File: src/rtl/irq_arbiter.sv
// rtl/irq_arbiter.sv - edge-latched interrupt arbiter, lowest-index priority, request/serve handshake
// Optional IRQ_SYNC_EN: 2-flop synchroniser on every irq_src_i bit ahead of edge detection.
module irq_arbiter #(
    parameter int N_SRC = 16
) (
    input  logic             clk_i,
    input  logic             rst_i,
    input  logic [N_SRC-1:0] irq_src_i,
    input  logic [N_SRC-1:0] irq_mask_i,
    input  logic             irq_ack_i,
    input  logic             irq_ret_i,
    output logic             irq_req_o,
    output logic [31:0]      irq_cause_o,
    output logic [N_SRC-1:0] irq_pending_o
);

    localparam logic [31:0] CAUSE_BASE = 32'h1000_0010;

    typedef enum logic [1:0] {
        IDLE = 2'd0,
        REQ  = 2'd1,
        SERV = 2'd2
    } state_t;

    state_t           state_q, state_d;
    logic [N_SRC-1:0] pending_q, pending_d;
    logic [N_SRC-1:0] s_d_q;
    logic [N_SRC-1:0] s;
    logic [N_SRC-1:0] rise;
    logic [N_SRC-1:0] eligible;
    logic [N_SRC-1:0] clr;
    logic [N_SRC-1:0] id_onehot;
    logic [3:0]       id_q, id_d;
    logic [3:0]       winner;
    logic             win_valid;
    logic             mask_at_id;

`ifdef IRQ_SYNC_EN
    logic [N_SRC-1:0] sync1_q, sync2_q;

    always_ff @(posedge clk_i or negedge rst_i) begin
        if (!rst_i) begin
            sync1_q <= '0;
            sync2_q <= '0;
        end else begin
            sync1_q <= irq_src_i;
            sync2_q <= sync1_q;
        end
    end

    assign s = sync2_q;
`else
    assign s = irq_src_i;
`endif

    assign rise     = s & ~s_d_q;
    assign eligible = pending_q & irq_mask_i;

    // Scan from the top so the lowest eligible index is the last one written.
    always_comb begin
        winner    = '0;
        win_valid = 1'b0;
        for (int k = N_SRC - 1; k >= 0; k--) begin
            if (eligible[k]) begin
                winner    = k[3:0];
                win_valid = 1'b1;
            end
        end
    end

    always_comb begin
        id_onehot  = '0;
        mask_at_id = 1'b0;
        for (int k = 0; k < N_SRC; k++) begin
            if (id_q == k[3:0]) begin
                id_onehot[k] = 1'b1;
                mask_at_id   = irq_mask_i[k];
            end
        end
    end

    always_comb begin
        state_d = state_q;
        id_d    = id_q;
        clr     = '0;
        unique case (state_q)
            IDLE: begin
                if (win_valid) begin
                    state_d = REQ;
                    id_d    = winner;
                end
            end
            REQ: begin
                if (irq_ack_i) begin
                    state_d = SERV;
                    clr     = id_onehot;
                end else if (!mask_at_id) begin
                    state_d = IDLE;
                end
            end
            SERV: begin
                if (irq_ret_i) begin
                    state_d = IDLE;
                end
            end
            default: state_d = IDLE;
        endcase
    end

    // A new rise on the bit being cleared wins, so the edge is never lost.
    assign pending_d = (pending_q & ~clr) | rise;

    always_ff @(posedge clk_i or negedge rst_i) begin
        if (!rst_i) begin
            state_q   <= IDLE;
            pending_q <= '0;
            s_d_q     <= '0;
            id_q      <= '0;
        end else begin
            state_q   <= state_d;
            pending_q <= pending_d;
            s_d_q     <= s;
            id_q      <= id_d;
        end
    end

    assign irq_req_o     = (state_q == REQ);
    assign irq_cause_o   = CAUSE_BASE | {28'd0, id_q};
    assign irq_pending_o = pending_q;

endmodule

File: config.mk
export PLATFORM = sky130hd
export DESIGN_NAME = irq_arbiter
export DESIGN_NICKNAME = d
export VERILOG_FILES = /design/src/rtl/irq_arbiter.sv
export SDC_FILE = /design/constraint.sdc
export NUM_CORES = 1
export LEC_CHECK = 0
export BUFFER_PORTS_ARGS = -buffer_cell sky130_fd_sc_hd__buf_2
export CAP_MARGIN = 20
export CELL_PAD_IN_SITES_DETAIL_PLACEMENT = 1
export CELL_PAD_IN_SITES_GLOBAL_PLACEMENT = 1
export CORE_ASPECT_RATIO = 1.1
export CORE_MARGIN = 2
export CORE_UTILIZATION = 38
export CTS_CLUSTER_DIAMETER = 100
export DETAILED_ROUTE_END_ITERATION = 6
export MAX_ROUTING_LAYER = met4
export PLACE_DENSITY_LB_ADDON = 0.1
export SLEW_MARGIN = 20
export SYNTH_ARGS = -nofsm -noshare
export SYNTH_HDL_FRONTEND = slang
export SYNTH_SLANG_ARGS = --single-unit
File: constraint.sdc
create_clock -name clk_i -period 3.38 [get_ports clk_i]
set_clock_uncertainty 0.2 [all_clocks]
set_input_delay 0.507 -clock clk_i [delete_from_list [all_inputs] [get_ports clk_i]]
set_output_delay 0.507 -clock clk_i [all_outputs]
set_load 0.005 [all_outputs]
==> results of run 1 <==
==> metrics by stage <==
step                utilization [%]  hold WS (ns)
global placement              44.30        0.2032
finish                        45.95        0.1057
CTS                           45.95        0.1194
floorplan                         -       0.01141
detailed placement            44.30        0.2109
global route                  45.95        0.1159
==> cell type report <==
type                            count  area [um^2]
Timing Repair Buffer               56        280.3
Fill cell                         622         2739
Inverter                           18        67.56
Clock inverter                      2        15.01
Tap cell                           58        72.57
Clock buffer                        5        68.82
Sequential cell                    38        950.9
Multi-Input combinational cell    145        873.3
==> path summary, 6_finish.rpt <==
check	from	endpoint	slack [ns]	cells after the start
worst max-delay path	id_q[0]	state_q[0]	1.20	4
worst min-delay path	rst_i	s_d_q[13]	0.11	1
worst max register to register	id_q[0]	state_q[0]	1.20	4
worst min register to register	s_d_q[11]	irq_pending_o[11]	0.22	1
max in group asynchronous	rst_i	state_q[1]	2.33	1
min in group clk_i	irq_src_i[11]	s_d_q[11]	0.12	1
==> placed cells by master (no fill, tap or decap), drive strengths merged, types with 3 or more instances in the layout <==
cell / count
a22o: 6
a22oi: 5
and2: 5
buf: 56
clkbuf: 5
conb: 28
dfrtp: 38
inv: 18
nand2: 14
nand2b: 7
nand3b: 5
nor2: 3
o21ai: 35
==> where the power goes <==
part	total, W	leakage [nW]	internal, W	switching, W
Combinational	0.000459	0.646	0.000214	0.000245
Sequential	0.000641	0.406	0.000525	0.000116
Clock	0.000306	0.0362	0.000141	0.000165
Total	0.00141	1.09	0.000879	0.000526
==> kinds of logic after synthesis <==
kind of cell	count (synthesis)	synth area share (%)
other cells	2	0.3705
mux	4	3.519
buf+inv	50	14.81
compound gates	69	22.47
flops	38	46.91
simple gates	44	11.91
==> per-layer routing <==
| metal | share of wire (%) | vias to the layer above |
|---|---|---|
| met5 | 0 | - |
| met2 | 50 | 49 |
| met1 | 43 | 781 |
| met4 | 1.2 | 0 |
| met3 | 5.2 | 7 |
| li1 | - | 789 |
==> registers in the layout, summed over array words and instances (netlist names) <==
register	flops
irq_pending_o	16
s_d_q	16
id_q	4
state_q	2
==> summary.md, run 1 <==
| Metric | Value |
|---|---|
| Met3 usage | 4.141% |
| Yosys warning count | 0 |
| Share of post-route cells with drive strength above 1 | 26.14% |
| MaxCap Viol Count | 0 |
| PnR worst setup slack | 1.204 ns |
| Run status | complete, no violations |
| Clk root buf | clkbuf_8 |
| Post-synth EDFFs | 0 |
| Area contributors post-synth | dfrtp_1 47%, buf_4 10%, o21ai_0 8.6% |
| IO Count | 85 |
| Area post-placement | 2245 um^2 |
| Global route total overflow | 0 |
| CTS H-tree lvls | 2 |
| Final Hold Fails | 0 |
| CTS sink cnt | 38 |
| Die height | 80.60 um |
| Initial antenna violation count | 0 |
| M1 GR Usage | 24.32% |
| Slew Limit Headroom | 43.59% |
| Post-CTS setup buffers | 0 |
| Vias in the first global route | 1627 |
| Std-Cell Rows | 27 |
| Least-Margin Pin Slew | 0.8461 ns |
| Clk slew on worst S/H paths | 0.08 ns |
| DRT Pass-1 Iters | 4 |
| Vias per cell | roughly 5 |
| Synth Cell Area | 2027 um^2 |
| Fin Setup TNS | 0 ns |
| Global-route wire length before repair | 8245 um |
| CTS tree | yes |
| Final Non-Filler Cells | 322 |
| CP Data Required Time | 3.34 ns |
| CP endpoint kind | flop |
| Num CTS Buffers | 5 |
| Slew Viols, Final | 0 |
| Crit start category | flop |
| Worst path top cell family by delay | flip-flops |
| Fin crit period | 2.176 ns |
| Slowest cell delay on critical path | 0.70 ns |
| First DRT Iteration DRCs | 50 |
| Largest net degree at the start of global routing | 39 |
| Area growth syn-to-layout | 14.88% |
| DRC | 0 |
| Met2 GRT Util | 30.98% |
| Inserted Diodes | 0 |
| Hold Path Class | in2async |
| Setup CP Type | reg2reg |
| Top Usage Layer GRT | met2 |
| Top cell type's share of synthesized area | 46.91% |
| Bufs on Longest Clock Path | 2 |
| CP arrival | 2.13 ns |
| Gr usage total | 19.30% |
| Sequential-to-total area share from yosys stat | 46.91% |
| VDD IR-drop max | 0.2670 mV |
| Power Total | 0.001405 W |
| Latest clock arrival within the worst-skew pair | 0.30 ns |
| Top_reg_cell synth | dfrtp_1 |
| Period utilization | 64.39% |
| Post-Synthesis Cells | 207 |
| DP HPWL | about 4000 um |
| Fmax | 0.4595 GHz |
| Final WL | 5229 um |
| Count leader, synth | dfrtp_1 |
| Final instance area | 2328 um^2 |
| Max FO, Critical Path | 16 |
| Die area | 5935 um^2 |
| Final GP Congestion | 0.8934 |
| Leak | 1.088 nW |
| Pwr per Cell Area | 603.4 nW/um^2 |
| Initial cell density of the core | roughly 40% |
| Nets | 300 |
| Wire length per cell | ~16 um |
| Yosys top cell by area | dfrtp_1 |
| Post-synth cell types | 46 |
| Most frequent cells after synthesis | 38 x dfrtp_1, 35 x o21ai_0, 28 x buf_4, 18 x inv_1, 14 x nand2_1 |
| CTS resizes | 0 |
| Slowest-stage cell, CP | dfrtp_1 |
| Crit path buf inv count | 0 |
| Vias | 1626 |
| Final ANT Viol Nets | 0 |
| I/O Buffers | 56 |
| RSZ-0062 raised after global routing | no |
| Worst slack at placement | between 1 and 1.5 ns |
| Crit path cell chain | mux4_2, and2_0, o311ai_1, o221ai_1 |
| Avg Cell Area, Syn | 9.792 um^2 |
| Setup-violating endpoint count in the final report | 0 |
| Asr flop ratio synth | 100.0% |
| Die W | 73.64 um |
| Flops & latches, synth | 38 |
| Hold_buf cts | 0 |
| DP Cell Count | 315 |
| Total core area | 5067 um^2 |
No activity file was read; power rests on OpenSTA's default activity.
==> run 2, diff against run 1 <==
- CORE_UTILIZATION: 38 -> 35
- clock period: 3.38 -> 2.1 ns (I/O delays scaled with it)
==> summary.md, run 2 (synthesis results as in run 1) <==
| Metric | Value |
|---|---|
| Fin crit period | about 2 ns |
| IO Count | 85 |
| Largest net degree at the start of global routing | 21 |
| Period utilization | a little over nine tenths |
| Setup-violating endpoint count in the final report | 0 |
| CP endpoint kind | flop |
| Fin Setup TNS | 0 ns |
| CTS tree | yes |
| Die area | approximately 6400 um^2 |
| Final Non-Filler Cells | about 370 |
| Fmax | 0.5072 GHz |
| Final GP Congestion | around 0.83 |
| Least-Margin Pin Slew | 0.5286 ns |
| Area growth syn-to-layout | 27.59% |
| First DRT Iteration DRCs | 96 |
| DRC | 0 |
| Total core area | 5697 um^2 |
| Slew Viols, Final | 0 |
| Initial cell density of the core | 35.58% |
| Pwr per Cell Area | 926.5 nW/um^2 |
| Most common cell after layout, fill and taps aside | buf_2 |
| Min-Delay Path Depth | 2 |
| DRT Pass-1 Iters | 4 |
| Wire length per cell | 15.03 um |
| Initial antenna violation count | 0 |
| DP Cell Count | 341 |
| CP arrival | approximately 2.0 ns |
| Global-route wire length before repair | 8859 um |
| Final WL | 5502 um |
| MaxCap Viol Count | 0 |
| DP HPWL | 4253 um |
| Std-Cell Rows | 29 |
| Final ANT Viol Nets | 0 |
| CP Data Required Time | 2.08 ns |
| Latest clock arrival within the worst-skew pair | 0.29 ns |
| I/O Buffers | 56 |
| Clk root buf | clkbuf_8 |
| Setup CP Type | reg2reg |
| VDD IR-drop max | 0.4215 mV |
| Bufs on Longest Clock Path | 2 |
| Vias | 1760 |
| Crit start category | flop |
| Gr usage total | 18.39% |
| CTS resizes | 0 |
| Num CTS Buffers | 5 |
| Max FO, Critical Path | 5 |
| Final Hold Fails | 0 |
| Global route total overflow | 0 |
| R2R depth | 4 |
| Share of post-route cells with drive strength above 1 | about a quarter |
| Inserted Diodes | 0 |
| RSZ-0062 raised after global routing | no |
| Hold Path Class | in2reg |
| Die height | roughly 84 um |
| Die W | 76.56 um |
| CTS sink cnt | 38 |
| Clk slew on worst S/H paths | about 0.08 ns |
| Vias per cell | 4.809 |
| Leak | 1.205 nW |
| Slew Limit Headroom | roughly 64% |
| Vias in the first global route | 1743 |
| Nets | 324 |
| Most frequent cells in the layout | 56 x buf_2, 38 x dfrtp_1, 35 x o21ai_0 |
| CTS H-tree lvls | 2 |
| Run status | complete, no violations |
run 2: changes by cell type in the layout (fill, tap and decap cells not counted), sizes merged:
cell / change
buf: +7
clkbuf: +1
clkinv: +1
dlygate4sd3: +17
clkinvlp: -1
run 2: stage by stage:
| stage | hold slack (ns) | power, W | setup WS, ns | area (um^2) | util (%) |
|---|---|---|---|---|---|
| 6_report | 0.007145 | 0.002396 | 0.1283 | 2586 | 45.40 |
| 5_1_grt | 0.02467 | 0.002567 | 0.06559 | 2586 | 45.40 |
| 4_1_cts | 0.01298 | 0.002424 | 0.1381 | 2586 | 45.40 |
| 3_5_place_dp | 0.08630 | 0.001850 | 0.1107 | 2321 | 40.74 |
| 3_3_place_gp | 0.08683 | 0.001844 | 0.1491 | 2321 | 40.74 |
| 2_1_floorplan | -0.1806 | 0.001514 | 0.2032 | 2125 | - |
run 2: power breakdown:
group / internal (W) / switching, W
Sequential: 0.000846 / 0.000134
Combinational: 0.000412 / 0.000469
Clock: 0.000264 / 0.000271
Total: 0.00152 / 0.000874
run 2: path summary, 6_finish.rpt:
path | from | end | slack, ns
min in group asynchronous | rst_i | irq_pending_o[15] | 0.29
max in group asynchronous | rst_i | irq_pending_o[3] | 0.89
worst min register to register | s_d_q[15] | irq_pending_o[15] | 0.22
worst max register to register | irq_pending_o[11] | id_q[2] | 0.13
worst min-delay path | irq_ret_i | state_q[1] | 0.007
worst max-delay path | irq_pending_o[11] | id_q[2] | 0.13
run 2: worst max-delay path, stage by stage, from the launching register on:
cell     delay, ns
dfrtp_1       0.42
a22o_1        0.28
o41a_1        0.47
nor2_2        0.15
mux2_1        0.34
run 2: layout make-up:
type | count | area (um^2)
multi-input combinational | 145 | 873.3
fill | 689 | 3110
timing repair buffer | 80 | 503.0
sequential | 38 | 950.9
tap | 77 | 96.34
clock buffer | 6 | 82.58
inverter | 18 | 67.56
clock inverter | 2 | 12.51
run 2: timing repair:
action | in CTS | in global routing
hold buffers | 17 | 0
buffers inserted | 0 | 0
endpoints found under the setup margin | 0 | 0
endpoints found under the hold margin | 34 | 0
run 2: layer usage:
layer | GRT usage, % | vias to the layer above | wire, um
li1 | - | 841 | -
met1 | 23.39 | 858 | 2417
met2 | 30.01 | 54 | 2796
met3 | 3.788 | 7 | 223
met4 | 4.959 | 0 | 63
met5 | - | - | 0
